`src/rtl/picorv32_mem_arbiter.sv`:
```
// Round-robin arbiter sharing one PicoRV32 native memory port between two requesters,
// with a forced idle cycle between transactions and an optional downstream watchdog.
module picorv32_mem_arbiter #(
  parameter int unsigned TIMEOUT_CYCLES = 1024,
  parameter logic [31:0] TIMEOUT_RDATA  = 32'h0000_0000
) (
  input  logic        clk,
  input  logic        reset,
  input  logic        m0_valid,
  input  logic        m0_instr,
  input  logic [31:0] m0_addr,
  input  logic [31:0] m0_wdata,
  input  logic [3:0]  m0_wstrb,
  output logic        m0_ready,
  output logic [31:0] m0_rdata,
  input  logic        m1_valid,
  input  logic        m1_instr,
  input  logic [31:0] m1_addr,
  input  logic [31:0] m1_wdata,
  input  logic [3:0]  m1_wstrb,
  output logic        m1_ready,
  output logic [31:0] m1_rdata,
  output logic        ds_valid,
  output logic        ds_instr,
  output logic [31:0] ds_addr,
  output logic [31:0] ds_wdata,
  output logic [3:0]  ds_wstrb,
  input  logic        ds_ready,
  input  logic [31:0] ds_rdata,
  output logic        timeout_err,
  output logic        timeout_id
);

  localparam int CW = $clog2(TIMEOUT_CYCLES) + 1;
  localparam int LAST_INT = (TIMEOUT_CYCLES == 0) ? 0 : int'(TIMEOUT_CYCLES) - 1;
  localparam logic [CW-1:0] LAST_COUNT = CW'(LAST_INT);
  localparam logic WATCHDOG_ON = (TIMEOUT_CYCLES != 0);

  typedef enum logic [1:0] {IDLE, BUSY, DONE} state_t;

  state_t        state;
  logic          grant;
  logic          last_grant;
  logic [CW-1:0] count;

  logic        pick;
  logic        timeout_hit;
  logic        complete;
  logic [31:0] done_data;

  // On a tie the requester that did not win last time goes next.
  assign pick        = (m0_valid && m1_valid) ? ~last_grant : m1_valid;
  assign timeout_hit = WATCHDOG_ON && (count == LAST_COUNT);
  // ds_ready takes priority over a watchdog expiring in the same cycle.
  assign complete    = ds_ready || timeout_hit;
  assign done_data   = ds_ready ? ds_rdata : TIMEOUT_RDATA;

  always_ff @(posedge clk) begin
    if (reset) begin
      state       <= IDLE;
      grant       <= 1'b0;
      last_grant  <= 1'b1;
      count       <= '0;
      ds_valid    <= 1'b0;
      ds_instr    <= 1'b0;
      ds_addr     <= '0;
      ds_wdata    <= '0;
      ds_wstrb    <= '0;
      m0_ready    <= 1'b0;
      m1_ready    <= 1'b0;
      m0_rdata    <= '0;
      m1_rdata    <= '0;
      timeout_err <= 1'b0;
      timeout_id  <= 1'b0;
    end else begin
      m0_ready    <= 1'b0;
      m1_ready    <= 1'b0;
      timeout_err <= 1'b0;
      case (state)
        IDLE: begin
          if (m0_valid || m1_valid) begin
            grant      <= pick;
            last_grant <= pick;
            count      <= '0;
            ds_valid   <= 1'b1;
            ds_instr   <= pick ? m1_instr : m0_instr;
            ds_addr    <= pick ? m1_addr  : m0_addr;
            ds_wdata   <= pick ? m1_wdata : m0_wdata;
            ds_wstrb   <= pick ? m1_wstrb : m0_wstrb;
            state      <= BUSY;
          end
        end
        BUSY: begin
          if (complete) begin
            ds_valid <= 1'b0;
            if (grant) begin
              m1_ready <= 1'b1;
              m1_rdata <= done_data;
            end else begin
              m0_ready <= 1'b1;
              m0_rdata <= done_data;
            end
            if (!ds_ready) begin
              timeout_err <= 1'b1;
              timeout_id  <= grant;
            end
            state <= DONE;
          end else begin
            count <= count + CW'(1);
          end
        end
        // The finishing requester still shows valid here, so no grant is made.
        DONE: state <= IDLE;
        default: state <= IDLE;
      endcase
    end
  end

endmodule

```
`config.mk`:
```
export PLATFORM = sky130hd
export DESIGN_NAME = picorv32_mem_arbiter
export DESIGN_NICKNAME = d
export VERILOG_FILES = /design/src/rtl/picorv32_mem_arbiter.sv
export SDC_FILE = /design/constraint.sdc
export NUM_CORES = 1
export LEC_CHECK = 0
export ABC_AREA = 1
export CORE_ASPECT_RATIO = 1.75
export CORE_MARGIN = 2
export CORE_UTILIZATION = 45
export DETAILED_ROUTE_END_ITERATION = 7
export PLACE_DENSITY = 0.83
export SLEW_MARGIN = 20
export SYNTH_ARGS = -nofsm -noshare
export SYNTH_HDL_FRONTEND = slang
export SYNTH_SLANG_ARGS = --single-unit
```
`constraint.sdc`:
```
create_clock -name clk -period 2.7 [get_ports clk]
set_clock_uncertainty 0.1 [all_clocks]
set_input_delay 0.54 -clock clk [delete_from_list [all_inputs] [get_ports clk]]
set_output_delay 0.54 -clock clk [all_outputs]
set_load 0.005 [all_outputs]
```
==> flow_summary_export.csv <==
group,metric,value,unit
floorplan,initial_core_util,0.458,
setup_path,rr_startpoint,"count[0]",
timing,tightest_slew,619,ps
global_routing,grt_max_degree,140,
global_routing,first_global_vias,7053,
job,max_cap_viol_count,0,
finish,layout_commonest_cell,"nand2_1",
outcome,status,"finished, final reports clean",
timing,fmax,430,MHz
clock_network,post_cts_buffers,0,
pwr,ir_drop,0.464,mV
timing,period_minus_slack,2320,ps
timing,setup_viol,0,
routing,routed_wl,21200,um
finish,seq_area,3060,um^2
setup_path,regToRegSetupSlack,380,ps
yosys,yosysUniqueCellTypes,25,
placed_design,post-place-ws,371,ps
clock_network,cts_hold_buffers,0,
finish,syn2layout_area_growth,56.2,%
finish,mostFrequentLayoutCells,"nand2_1, clkdlybuf4s50_1, dfxtp_1",
setup_path,r2r_cells,8,
hold_path,min_path_cells,2,
finish,n_fill_cell,1217,
setup_path,path_max_fanout,52,
clock_network,h-tree-depth,4,
timing,finalHoldViolCount,0,
setup_path,worstPathArrival,2520,ps
setup_path,critPathRequiredTime,2900,ps
yosys,avgSynthCellArea,6.64,um^2
timing,grt_setup_unrepaired,"false",
global_routing,antenna_found_initial,0,
routing,wire_per_inst,14.2,um
routing,viasPerCell,4.93,
routing,ant_nets,0,
floorplan,die_area,16100,um^2
yosys,ys.flop_type,"dfxtp_1",
floorplan,core-area,14800,um^2
placed_design,dpl.hpwl,14900,um
floorplan,rows,59,
timing,finalCritPeriodShare,0.861,
hold_path,hp-start,"ds_valid",
yosys,ys_seq_area_frac,0.451,
yosys,ys_async_sr_fraction,0,
hold_path,min_delay_worst_endpoint,"ds_valid",
global_routing,grt_usage,0.254,
clock_network,cts_buffers,17,
routing,dr.pass1.iters,5,
timing,slew_headroom,0.587,
finish,multiInputGateArea,2980,um^2
setup_path,cp-start-kind,"flop",
routing,drtIter0Drc,266,
timing,finalMaxSlewViolations,0,
clock_network,ctsRootBufferMaster,"clkbuf_16",
yosys,syn_area,6800,um^2
setup_path,cp-end-kind,"flop",
hold_path,hold_class,"reg -> reg",
timing,tns,0,ps
floorplan,num_io_pins,313,
routing,drc,0,
yosys,syn-num-nets,1199,
placed_design,port_buffers,312,
finish,drive_gt1_frac,0.0427,
yosys,synth-seq-cells,153,
clock_network,clk_latency,410,ps
clock_network,cts_sinks,153,
yosys,yosys_warnings,0,
yosys,synth_cells,1023,
routing,num_vias,7371,
floorplan,die_h,167,um
floorplan,die_w,96.9,um
yosys,synth_edf_count,0,
clock_network,clk_pin_slew,60,ps
clock_network,cts_tree,"yes",
pwr,power_density,613,nW/um^2
clock_network,cts_buffer_depth,2,
timing,worst_slack,375,ps
setup_path,reg2reg_to,"m1_rdata[9]",
setup_path,critical_path_class,"reg -> reg",
clock_network,cts_resized,0,
placed_design,routabilityCongestion,0.891,
pwr,p_leak,4.70,nW
global_routing,grt-ovfl-total,0,
global_routing,grt_pass1_wl,33700,um
finish,num-nets-final,1473,
## synthesized netlist by cell type, types with 11 or more instances
library cell | n | share of area
nor2_1 | 129 | 0.071
o21ai_0 | 73 | 0.054
buf_2 | 22 | 0.016
a21oi_1 | 11 | 0.0081
a31oi_1 | 70 | 0.064
nand3_1 | 11 | 0.0081
dfxtp_1 | 153 | 0.45
nand4_1 | 27 | 0.025
inv_1 | 120 | 0.066
nand2_1 | 341 | 0.19
clkbuf_1 | 43 | 0.024
## power by group
group | total, W | leakage, nW | switching (W) | internal (W)
Combinational | 0.00145 | 3.15 | 0.000661 | 0.000785
Sequential | 0.00259 | 1.26 | 0.000114 | 0.00248
Clock | 0.00247 | 0.289 | 0.000994 | 0.00147
Total | 0.00651 | 4.70 | 0.00177 | 0.00474
## worst max path at each step
stage	startpoint	to	slack [ps]	cells past startpoint
finish	count[0]	m1_rdata[9]	380	8
CTS	count[0]	m1_rdata[9]	390	8
global placement	ds_ready	m1_rdata[22]	420	6
floorplan	ds_ready	m0_rdata[12]	980	7
detailed placement	ds_ready	m1_rdata[15]	370	6
global route	count[0]	m1_rdata[9]	170	8
## state kept, by name, summed over array words and instances (netlist names)
register and count:
timeout_id 1, m0_rdata 32, grant 1, m1_ready 1, m0_ready 1, state 2
ds_valid 1, count 11, ds_addr 32, ds_wstrb 4, ds_instr 1, last_grant 1
ds_wdata 32, timeout_err 1, m1_rdata 32
## kinds of logic after synthesis
group	after synthesis	share of synthesized area
buffers and inverters	193	0.111
adder cells (fa/ha/maj)	1	0.00184
AO/OA/AOI/OAI	155	0.127
AND/OR/NAND/NOR	521	0.309
flip-flops	153	0.451
## layout make-up
class                           instances  share of cell area
Inverter                              124              0.0440
Clock inverter                         12              0.0158
Multi-Input combinational cell        677               0.281
Clock buffer                           20              0.0411
Antenna cell                            1            0.000236
Tap cell                              183              0.0216
Timing Repair Buffer                  324               0.307
Sequential cell                       153               0.289
## critical path: stages (launching register included)
cell	delay, ps
dfxtp_1	450
ha_1	260
nand2_2	100
nor2_4	130
nand3_1	130
nand2_4	160
nand3_4	490
nor2_1	300
nor2_1	80
## stage by stage
step / hold slack, ps / util / power [W] / cells / area [um^2]
after floorplan: 329 / - / 0.00326 / 1023 / 6800
after global placement: 355 / 0.674 / 0.00406 / 1461 / 10000
after detailed placement: 357 / 0.674 / 0.00408 / 1461 / 10000
after CTS: 375 / 0.715 / 0.00655 / 1493 / 10600
after global routing: 405 / 0.715 / 0.00682 / 1493 / 10600
final: 371 / 0.715 / 0.00651 / 1494 / 10600
## layer usage
metal,track usage,up-vias,wire length (um)
li1,-,3758,-
met1,0.267,3256,7900
met2,0.465,314,10900
met3,0.0776,43,1770
met4,0.105,0,642
met5,0,-,0
No activity file was read; power rests on OpenSTA's default activity.
